## src/rtl/aes_block_stream_adapter.sv

```systemverilog
// aes_block_stream_adapter: packs 32-bit plaintext words into 128-bit blocks,
// launches the iterative AES core, and unpacks the results onto the sink stream.
// Optional feature macro: AES_CORE_TIMEOUT_EN (core response watchdog).
module aes_block_stream_adapter #(
    parameter int NB_BLOCKS_W    = 16,
    parameter int TIMEOUT_CYCLES = 64
) (
    input  logic                   clk,
    input  logic                   reset_n,
    input  logic                   clear_i,
    input  logic                   start_i,
    input  logic                   enable_i,
    input  logic [NB_BLOCKS_W-1:0] nb_blocks_i,
    input  logic [31:0]            pt_data_i,
    input  logic                   pt_valid_i,
    output logic                   pt_ready_o,
    output logic [31:0]            ct_data_o,
    output logic                   ct_valid_o,
    input  logic                   ct_ready_i,
    output logic                   core_start_o,
    output logic [127:0]           core_block_o,
    input  logic                   core_done_i,
    input  logic [127:0]           core_block_i,
    output logic                   busy_o,
    output logic                   done_o,
    output logic [NB_BLOCKS_W-1:0] blocks_done_o,
    output logic                   timeout_err_o
);

    localparam logic [2:0] S_IDLE   = 3'd0;
    localparam logic [2:0] S_GATHER = 3'd1;
    localparam logic [2:0] S_CORE   = 3'd2;
    localparam logic [2:0] S_EMIT   = 3'd3;
    localparam logic [2:0] S_DONE   = 3'd4;

    logic [2:0]             state;
    logic [1:0]             word_idx;
    logic [NB_BLOCKS_W-1:0] nb_lat;
    logic [NB_BLOCKS_W-1:0] blocks_done;
    logic [127:0]           in_buf;
    logic [127:0]           out_buf;
    logic                   core_start;
    logic                   ct_valid;
    logic                   done;
    logic                   pt_hs;
    logic                   ct_hs;
    logic                   timeout_hit;
    logic [6:0]             word_ofs;

    // Word 0 sits in the top 32 bits, so the bit offset is (3 - idx) * 32.
    assign word_ofs = {~word_idx, 5'd0};

    // A clear in the same cycle must not consume a plaintext word.
    assign pt_ready_o = (state == S_GATHER) && enable_i && !clear_i;
    assign pt_hs      = pt_valid_i && pt_ready_o;
    assign ct_hs      = ct_valid && ct_ready_i;

    // Present the current output word straight from the result register.
    always_comb begin
        ct_data_o = out_buf[word_ofs +: 32];
    end

`ifdef AES_CORE_TIMEOUT_EN
    localparam int TW = $clog2(TIMEOUT_CYCLES + 1);
    logic [TW-1:0] tmo_cnt;
    logic          tmo_err;

    // Counts cycles spent in CORE; value k means k cycles after the launch pulse.
    always_ff @(posedge clk or negedge reset_n) begin
        if (!reset_n)              tmo_cnt <= '0;
        else if (clear_i)          tmo_cnt <= '0;
        else if (state == S_CORE)  tmo_cnt <= tmo_cnt + 1'b1;
        else                       tmo_cnt <= '0;
    end

    // Fires so that done/error become visible exactly TIMEOUT_CYCLES after launch.
    assign timeout_hit = (state == S_CORE) && !core_start && !core_done_i &&
                         (tmo_cnt == TW'(TIMEOUT_CYCLES - 1));

    // Sticky error flag, only reset or clear drops it.
    always_ff @(posedge clk or negedge reset_n) begin
        if (!reset_n)         tmo_err <= 1'b0;
        else if (clear_i)     tmo_err <= 1'b0;
        else if (timeout_hit) tmo_err <= 1'b1;
    end

    assign timeout_err_o = tmo_err;
`else
    assign timeout_hit   = 1'b0;
    assign timeout_err_o = 1'b0;
`endif

    // Main control FSM plus data registers; clear outranks every other event.
    always_ff @(posedge clk or negedge reset_n) begin
        if (!reset_n) begin
            state       <= S_IDLE;
            word_idx    <= '0;
            nb_lat      <= '0;
            blocks_done <= '0;
            in_buf      <= '0;
            out_buf     <= '0;
            core_start  <= 1'b0;
            ct_valid    <= 1'b0;
            done        <= 1'b0;
        end else if (clear_i) begin
            state       <= S_IDLE;
            word_idx    <= '0;
            nb_lat      <= '0;
            blocks_done <= '0;
            core_start  <= 1'b0;
            ct_valid    <= 1'b0;
            done        <= 1'b0;
        end else begin
            core_start <= 1'b0;
            done       <= 1'b0;
            case (state)
                S_IDLE: begin
                    if (start_i) begin
                        nb_lat      <= nb_blocks_i;
                        blocks_done <= '0;
                        word_idx    <= '0;
                        state       <= (nb_blocks_i == '0) ? S_DONE : S_GATHER;
                    end
                end
                S_GATHER: begin
                    if (pt_hs) begin
                        in_buf[word_ofs +: 32] <= pt_data_i;
                        word_idx               <= word_idx + 2'd1;
                        if (word_idx == 2'd3) begin
                            state      <= S_CORE;
                            core_start <= 1'b1;
                        end
                    end
                end
                S_CORE: begin
                    // A done coinciding with our own launch pulse is stale.
                    if (timeout_hit) begin
                        done  <= 1'b1;
                        state <= S_IDLE;
                    end else if (!core_start && core_done_i) begin
                        out_buf  <= core_block_i;
                        word_idx <= '0;
                        ct_valid <= enable_i;
                        state    <= S_EMIT;
                    end
                end
                S_EMIT: begin
                    if (ct_hs) begin
                        word_idx <= word_idx + 2'd1;
                        if (word_idx == 2'd3) begin
                            ct_valid    <= 1'b0;
                            blocks_done <= blocks_done + NB_BLOCKS_W'(1);
                            state <= (blocks_done + NB_BLOCKS_W'(1) == nb_lat) ? S_DONE : S_GATHER;
                        end else begin
                            ct_valid <= enable_i;
                        end
                    end else if (!ct_valid && enable_i) begin
                        ct_valid <= 1'b1;
                    end
                end
                S_DONE: begin
                    done  <= 1'b1;
                    state <= S_IDLE;
                end
                default: state <= S_IDLE;
            endcase
        end
    end

    assign ct_valid_o    = ct_valid;
    assign core_start_o  = core_start;
    assign core_block_o  = in_buf;
    assign busy_o        = (state != S_IDLE);
    assign done_o        = done;
    assign blocks_done_o = blocks_done;

endmodule

```

## config.mk

```make
export PLATFORM = sky130hd
export DESIGN_NAME = aes_block_stream_adapter
export DESIGN_NICKNAME = d
export VERILOG_FILES = /design/src/rtl/aes_block_stream_adapter.sv
export SDC_FILE = /design/constraint.sdc
export NUM_CORES = 1
export LEC_CHECK = 0
export CAP_MARGIN = 20
export CELL_PAD_IN_SITES_DETAIL_PLACEMENT = 1
export CELL_PAD_IN_SITES_GLOBAL_PLACEMENT = 2
export CORE_ASPECT_RATIO = 0.75
export CORE_MARGIN = 10
export CORE_UTILIZATION = 32
export DETAILED_ROUTE_END_ITERATION = 8
export PLACE_DENSITY = 0.9
export SLEW_MARGIN = 20
export SYNTH_ARGS = -nofsm -noshare
export SYNTH_HDL_FRONTEND = slang
export SYNTH_SLANG_ARGS = --single-unit
export TNS_END_PERCENT = 1
```

## constraint.sdc

```tcl
create_clock -name clk -period 3.75 [get_ports clk]
set_input_delay 0.9375 -clock clk [delete_from_list [all_inputs] [get_ports clk]]
set_output_delay 0.9375 -clock clk [all_outputs]
set_load 0.05 [all_outputs]
```

# [Yosys cells after proc, flatten, opt, wreduce, memory -nomap -nowiden]
# Cells that the tools add are included.
[op_classes] addsub=3 eq_ne=13 shifts=3 mux=37 n_bitwise=2 reduce_logical=24
[ops] op="128-bit bitwise mux" n=1
[ops] op="32-bit by 9-bit variable shift with 128-bit output (first input constant)" n=1
[ops] op="128-bit by 8-bit variable part select with 32-bit output" n=1
[ops] op="32-bit by 9-bit variable part select with 128-bit output" n=1
[ops] op="16-bit two-way mux" n=7
[ops] op="16-bit one-hot mux with 2 select lines" n=1
[ops] op="3-bit two-way mux" n=9
[ops] op="16-bit by 1-bit adder with 16-bit output (second input constant)" n=1
[ops] op="16-bit equality test" n=1
[ops] op="16-bit logical NOT" n=1
[ops] op="3-bit != test (second input constant)" n=5
[ops] op="3-bit one-hot mux with 4 select lines" n=1
[ops] op="1-bit two-way mux" n=11
[ops] op="2-bit two-way mux" n=5
[ops] op="7-bit negation with 9-bit output" n=1
[ops] op="3-bit AND reduction" n=3
[ops] op="3-bit nonzero test" n=3
[ops] op="2-bit one-hot mux with 4 select lines" n=1
[ops] op="3-bit by 2-bit equality test with 1-bit output (second input constant)" n=2
[ops] op="1-bit logical AND" n=6
[ops] op="6-bit AND reduction" n=1
[ops] op="5-bit AND reduction" n=1
[ops] op="5-bit nonzero test" n=1
[ops] op="4-bit != test (second input constant)" n=1
[ops] op="13 further kinds" n=16
[word_totals] regBits=296 input_bits=184 out_inout_bits=182 word_cells=91

# [Depth between registers and ports, before layout]
# Gate-level depths: netlist of run 1.
[depth] ltp_word=7 mapped_depth=10 mapped_depth_nobuf=7

# [Least setup slack after synthesis of run 1]
# No wires, ideal clock.
[synth_timing] path_kind="input to output" start="in clear_i" end="out pt_ready_o" arrival_time_ps=2046 required_ps=2812 setup_slack_ps=766 path_stages=2 n_path_buf=0 cell_sequence="or4_1 > nor2_1"
[synth_between] elab_chain_cells=2
[synth_lines] item="start, declared" line="10" rtl="input logic clear_i,"
[synth_lines] item="1-bit logical NOT" line="54" rtl="assign pt_ready_o = (state == S_GATHER) && enable_i && !clear_i;"
[synth_lines] item="1-bit logical AND" line="54"
[synth_lines] item="end, declared" line="16" rtl="output logic pt_ready_o,"
# Every way passes these cells.

# [Worst setup path in the final report of run 1]
[layout_timing] start="reg word_idx[0]" end="out ct_data_o[28]"
[layout_between] elab_chain_cells=2
[layout_lines] item="start, declared" line="37" rtl="logic [1:0] word_idx;"
[layout_lines] item="start signal, assigned" line="128" rtl="word_idx <= word_idx + 2'd1;"
[layout_lines] item="start signal, assigned" line="149" rtl="word_idx <= word_idx + 2'd1;"
[layout_lines] item="2-bit inverter" line="51" rtl="assign word_ofs = {~word_idx, 5'd0};"
[layout_lines] item="128-bit by 8-bit variable part select with 32-bit output" line="60" rtl="ct_data_o = out_buf[word_ofs +: 32];"
[layout_lines] item="end, declared" line="17" rtl="output logic [31:0] ct_data_o,"
# Every way passes these cells.

==> results.md, run 1 <==
- Status: completed
- Final routed DRC violation total: 0
- Initial Util: 32.61%
- YS warnings: 0
- Sequential area share after synthesis: 57.07%
- Leakage dissipation: 0.007953 uW
- Mapped cell area: 12980 um2
- Syn nets: 1357
- TritonCTS buffer count: 34
- Data required, critical path: 2810 ps
- Worst flop-to-flop path startpoint: blocks_done_o[0]
- Largest net degree at the start of global routing: 107
- Vias in the first global route: 11.34k
- CTS Root Cell: clkbuf_16
- CTS tree: done
- Final setup skew: 16.87 ps
- Post-route ant nets: 0
- Clk Latency, worst-skew pair: 520 ps
- Via count: 10.31k
- DR WL/cell: 22.25 um
- Final Hold Vio Count: 0
- Synth cell types: 50
- Worst r2r path cells: 7
- Peak Freq: 277.3 MHz
- Critical path launch point type: register
- Io pins: 366
- Share of cells above drive strength 1: 16.98%
- Max Buffers Root-to-Sink: 3
- Post-Syn Instances: 1167
- Least-Margin Pin Slew: 928.2 ps
- Area Overhead vs Synth: 41.24%
- Worst Setup SP: word_idx[0]
- First drt pass iteration count: 4
- Slew HR: 38.12%
- HPWL Detailed: 33.39 mm
- Tcrit/Tclk final: 96.16%
- Die Span X: 252.6 um
- WS Path Type: register to output port
- Setup repair after global routing missed its margin: false
- Fin. max-slew vios: 0
- Crit Path Max Fanout: 17
- R2r endpoint: state[0]
- Htree depth: 2
- Initial antenna violation count: 8
- Setup slack on the worst flop-to-flop path: 1050 ps
- Total track usage: 18.47%
- DIE AREA: 49100 um2
- Worst-path clk slew: 60 ps
- Fin util: 46.05%
- Pwr/cell area: 434.3 nW/um2
- Final setup TNS: 0 ps
- Final wirelength: 45.92 mm
- Total gr overflow: 0
- Ys async rst share: 100.0%
- Number of synthesized flops with an enable pin: 0
- Primary FF master, synth: dfrtp_1
- Count of state elements after synthesis: 296
- Starting DRT DRC Count: 442
- Via density: 4.993
- Crit path DAT: 2670 ps
- Placer congestion estimate: 0.8269
- Minimum clock period: 3606 ps
- Die H: 194.4 um
- IO buf count: 364
- Setup Viol. Count Final: 0
- First-pass GRT wire length: 71.02 mm
- Worst setup EP type: output port
- Layout Nets: 1711
- Sink Count: 296
- Hold WC Path Type: primary input to asynchronous set/reset pin
- Max-Cap Viols: 0
- Core ar.: 39810 um2
- Row Count: 63
- Worst VDD drop: 0.0003719 V
- Post-Syn Area per Cell: 11.12 um2
## worst max path at each step
stage | cells past startpoint | slack (ps) | to
after floorplan | 2 | 770 | pt_ready_o
after global placement | 3 | 590 | ct_data_o[18]
after detailed placement | 3 | 550 | ct_data_o[28]
after CTS | 3 | 80 | ct_data_o[0]
after global routing | 3 | 10 | ct_data_o[0]
final | 3 | 140 | ct_data_o[28]
## per-layer routing
layer | vias up | share of wire [%] | GRT usage, %
met5 | - | 0.21 | 0
met4 | 16 | 2.1 | 4.638
met3 | 77 | 10 | 7.719
met2 | 313 | 46 | 29.23
met1 | 5178 | 42 | 22.89
li1 | 4721 | - | -
## critical path: stages, from the launching register on
cell,delay (ps)
dfrtp_4,600
buf_12,240
mux4_2,530
clkdlybuf4s50_1,770
## what timing repair did
item / CTS / global route
hold buffers: 0 / 0
gates resized for setup: 1 / 0
setup buffers: 0 / 0
endpoints found under the setup margin: 8 / 0
## cell usage in the layout, fill, tap and decap left out, drive strengths merged, types with 2 or more instances in the layout
cell           instances
o21ai                170
nor4                  11
nor4b                  2
mux2                 128
mux4                  32
dfrtp                296
nand4                  9
a21oi                 10
and4                   2
ha                     6
nand2b                 2
clkinv                13
o31ai                  9
and3                   3
clkdlybuf4s50        362
nor2b                  5
nor2                  15
o22ai                  2
buf                   33
o41ai                  2
nand2                314
inv                   12
nand3                  6
or2                    2
nor3                  11
xnor2                 18
xor2                   7
clkbuf                45
## cell families after synthesis
kind of cell	Yosys count	share of synthesized area (%)
AOI/OAI and AO/OA	204	8.444
DFF	296	57.07
muxes	161	16.73
and+or+nand+nor	385	12.50
xor gates and xnor gates	25	1.687
buffers and inverters	89	2.959
adders and majority gates	6	0.5784
other	1	0.02889
## power breakdown
| group | leakage [uW] | internal, uW | switching, uW | total (uW) |
|---|---|---|---|---|
| logic | 0.00336 | 525 | 842 | 1370 |
| registers | 0.00407 | 3350 | 113 | 3460 |
| clock network | 0.000519 | 1790 | 1340 | 3130 |
## per-stage QoR
stage	hold slack [ps]	total power [uW]	setup slack [ps]	cell area [um2]	instances
2_1_floorplan	468.9	4191	766.4	12980	1167
3_3_place_gp	460.4	4866	585.8	17300	2005
3_5_place_dp	469.6	4908	549.0	17300	2005
4_1_cts	483.4	8080	78.35	18330	2063
5_1_grt	503.2	8291	11.39	18330	2063
6_report	476.3	7962	144.1	18330	2064
## sequential cells by signal, indices dropped and copies added, names as in the netlist
signal and cells:
state 3, ct_valid_o 1, core_start_o 1, core_block_o 128, blocks_done_o 16, done_o 1, out_buf 128, word_idx 2
nb_lat 16
## cell usage after synthesis (3+ instances only)
cell | count | share of area, %
nand2_1 | 314 | 9.1
dfrtp_1 | 296 | 57
mux2_2 | 128 | 11
o21ai_1 | 112 | 4.3
o21ai_0 | 58 | 2.2
clkbuf_1 | 40 | 1.2
buf_2 | 34 | 1.3
mux4_2 | 32 | 5.6
xnor2_1 | 18 | 1.2
nor2_1 | 15 | 0.43
inv_1 | 11 | 0.32
nor3_1 | 11 | 0.42
a21oi_1 | 10 | 0.39
nand4_1 | 9 | 0.43
o31ai_1 | 9 | 0.52
nor4_1 | 7 | 0.34
xor2_1 | 7 | 0.47
ha_1 | 6 | 0.58
nand3_1 | 5 | 0.19
nor2b_1 | 5 | 0.24
and3_1 | 3 | 0.14
nor4_2 | 3 | 0.29
## cell type report
cell class | instances | area [um2]
inverters | 12 | 45.04
fillers | 4209 | 21470
flip-flops and latches | 296 | 7412
clock buffers | 45 | 953.4
repair buffers | 395 | 3979
diodes | 1 | 2.502
clock inverters | 13 | 72.57
multi-input cells | 782 | 5218
well taps | 520 | 650.6
(Power assumes the default switching activity.)
==> run 2, diff against run 1 <==
--- a/config.mk
+++ b/config.mk
@@ -11,3 +11,2 @@
 export CORE_ASPECT_RATIO = 0.75
-export CORE_MARGIN = 10
 export CORE_UTILIZATION = 32
--- a/constraint.sdc
+++ b/constraint.sdc
@@ -3,2 +3,2 @@
 set_output_delay 0.9375 -clock clk [all_outputs]
-set_load 0.05 [all_outputs]
+set_load 0.01 [all_outputs]
==> run 2 against run 1 <==
Wire length fell by 7.3%. Sequential share of layout area is 0.22 points higher. Clock skew rose by 5.2 ps. Worst hold slack got worse by 41 ps. Cell count shrank 0.48%. Critical path type unchanged. Highest routed layer unchanged.
==> results.md, run 2 (synthesis gave the netlist of run 1 again) <==
- Status: completed
- CTS tree: done
- Fin. max-slew vios: 0
- Sw frac: 24.83%
- Area Overhead vs Synth: 40.46%
- CP delay by family, top: flip-flops
- Final Cell Area: 18230 um2
- HPWL Detailed: 30.11 mm
- Max Buffers Root-to-Sink: 3
- Vias in the first global route: 10.93k
- WS Path Type: register to output port
- Tcrit/Tclk final: 95.96%
- Die H: 176.4 um
- Setup Viol. Count Final: 0
- Share of cells above drive strength 1: 16.18%
- Final routed DRC violation total: 0
- Placer congestion estimate: 0.9223
- TritonCTS buffer count: 31
- Total gr overflow: 0
- IO buf count: 364
- Core ar.: 39730 um2
- Hold WC Path Type: primary input to asynchronous set/reset pin
- CTS Root Cell: clkbuf_16
- Worst r2r path cells: 7
- Crit path DAT: 2660 ps
- First-pass GRT wire length: 65.05 mm
- Sequential share of power: 46.2%
- Htree depth: 1
- Layout Nets: 1701
- Largest net degree at the start of global routing: 129
- Final setup TNS: 0 ps
- Max-Cap Viols: 0
- Minimum clock period: 3598 ps
- Setup Fix Bufs, Post-CTS: 0
- Crit Path Max Fanout: 37
- Worst flop-to-flop path startpoint: word_idx[1]
- Clk Latency, worst-skew pair: 580 ps
- Least-Margin Pin Slew: 1018 ps
- Setup repair after global routing missed its margin: false
- Initial antenna violation count: 5
- Final setup skew: 22.06 ps
- First drt pass iteration count: 4
- Commonest non-fill, non-tap cell in the layout: clkdlybuf4s50_1
- Worst VDD drop: 0.0003128 V
- Pwr/cell area: 410.6 nW/um2
- Post-route ant nets: 0
- Peak Freq: 277.9 MHz
- Worst-path clk slew: 70 ps
- Critical path launch point type: register
- Starting DRT DRC Count: 442
- Leakage dissipation: 0.007874 uW
- Layout Cells excl Fill: 2054
- Setup slack on the worst flop-to-flop path: 650 ps
- Cts hold-fix bufs: 0
- Worst setup EP type: output port
- Worst path bufs/invs: 1
- Slew HR: 32.16%
- Data required, critical path: 2810 ps
- DR WL/cell: 20.73 um
- Post_cts resized: 0
- CP max-delay cell: dfrtp_2
- Most frequent cells in the layout: clkdlybuf4s50_1 (363), nand2_1 (310), dfrtp_1 (294), mux2_2 (128), o21ai_1 (112)
- Die Span X: 234.6 um
- Clock power share: 40.9%
- Crit path cell chain: mux4_2 > clkdlybuf4s50_1
- Via count: 10.19k
- Sink Count: 296
- Final wirelength: 42.58 mm
- Placed cells: 1998
- Initial Util: 32.67%
- Via density: 4.963
- DIE AREA: 41380 um2
- R2r endpoint: state[0]
- Total track usage: 20.49%
- Row Count: 63
- Io pins: 366
- Cell-internal power: 5627 uW
- Final Hold Vio Count: 0
- Combinational power share: 13.0%
- Crit-path max cell delay: 1010 ps
- Sw Pwr: 1858 uW
- Placement Cell Area: 17240 um2
-- run 2: cell count changes in the layout (fill, tap and decap cells not counted), moves of 2 or more --
cell	previous run	this run
clkbuf_1	6	8
buf_4	24	17
clkinvlp_4	0	3
clkinv_2	11	5
clkbuf_16	35	31
bufinv_16	0	2
-- run 2: layout make-up --
type / count / area, um2
Fill cell: 4272 / 21500
Sequential cell: 296 / 7412
Multi-Input combinational cell: 782 / 5214
Timing Repair Buffer: 388 / 3916
Clock buffer: 44 / 874.6
Tap cell: 520 / 650.6
Clock inverter: 11 / 116.4
Inverter: 12 / 45.04
Antenna cell: 1 / 2.502
-- run 2: power by group through the flow --
stage / Clock (uW) / Combinational (uW) / Sequential [uW]
floorplan: 0 / 284 / 3530
global placement: 0 / 959 / 3510
detailed placement: 0 / 987 / 3520
CTS: 3140 / 993 / 3460
global route: 3260 / 1070 / 3480
finish: 3060 / 971 / 3460
-- run 2: routing by layer --
metal | GRT usage (%) | share of wire, %
met1 | 25.92 | 42
met2 | 33.05 | 47
met5 | 0 | 0.089
met4 | 5.457 | 2.4
met3 | 7.300 | 8.8
-- run 2: worst max-delay path by stage --
| stage | start | endpoint | cells past startpoint |
|---|---|---|---|
| 4_1_cts | word_idx[0] | ct_data_o[4] | 3 |
| 5_1_grt | word_idx[1] | ct_data_o[4] | 2 |
| 6_report | word_idx[1] | ct_data_o[4] | 2 |
| 2_1_floorplan | word_idx[0] | ct_data_o[24] | 3 |
| 3_5_place_dp | clear_i | pt_ready_o | 4 |
| 3_3_place_gp | clear_i | pt_ready_o | 4 |
-- run 2: stage by stage --
stage	utilization, %	worst slack [ps]	hold slack, ps	power (uW)
global route	45.89	41.64	465.5	7804
CTS	45.88	56.56	444.2	7595
finish	45.89	151.6	435.0	7486
global placement	43.38	336.1	461.1	4466
floorplan	-	1104	468.9	3818
detailed placement	43.38	338.5	473.1	4504
-- run 2: worst register-to-register path, stage by stage, from the launching register on --
cell and delay, ps:
dfrtp_2 1010, ha_1 540, nand2_1 120, nor3_1 380, nor4_1 150, a2111oi_2 240
nand4_1 260, o211a_1 280
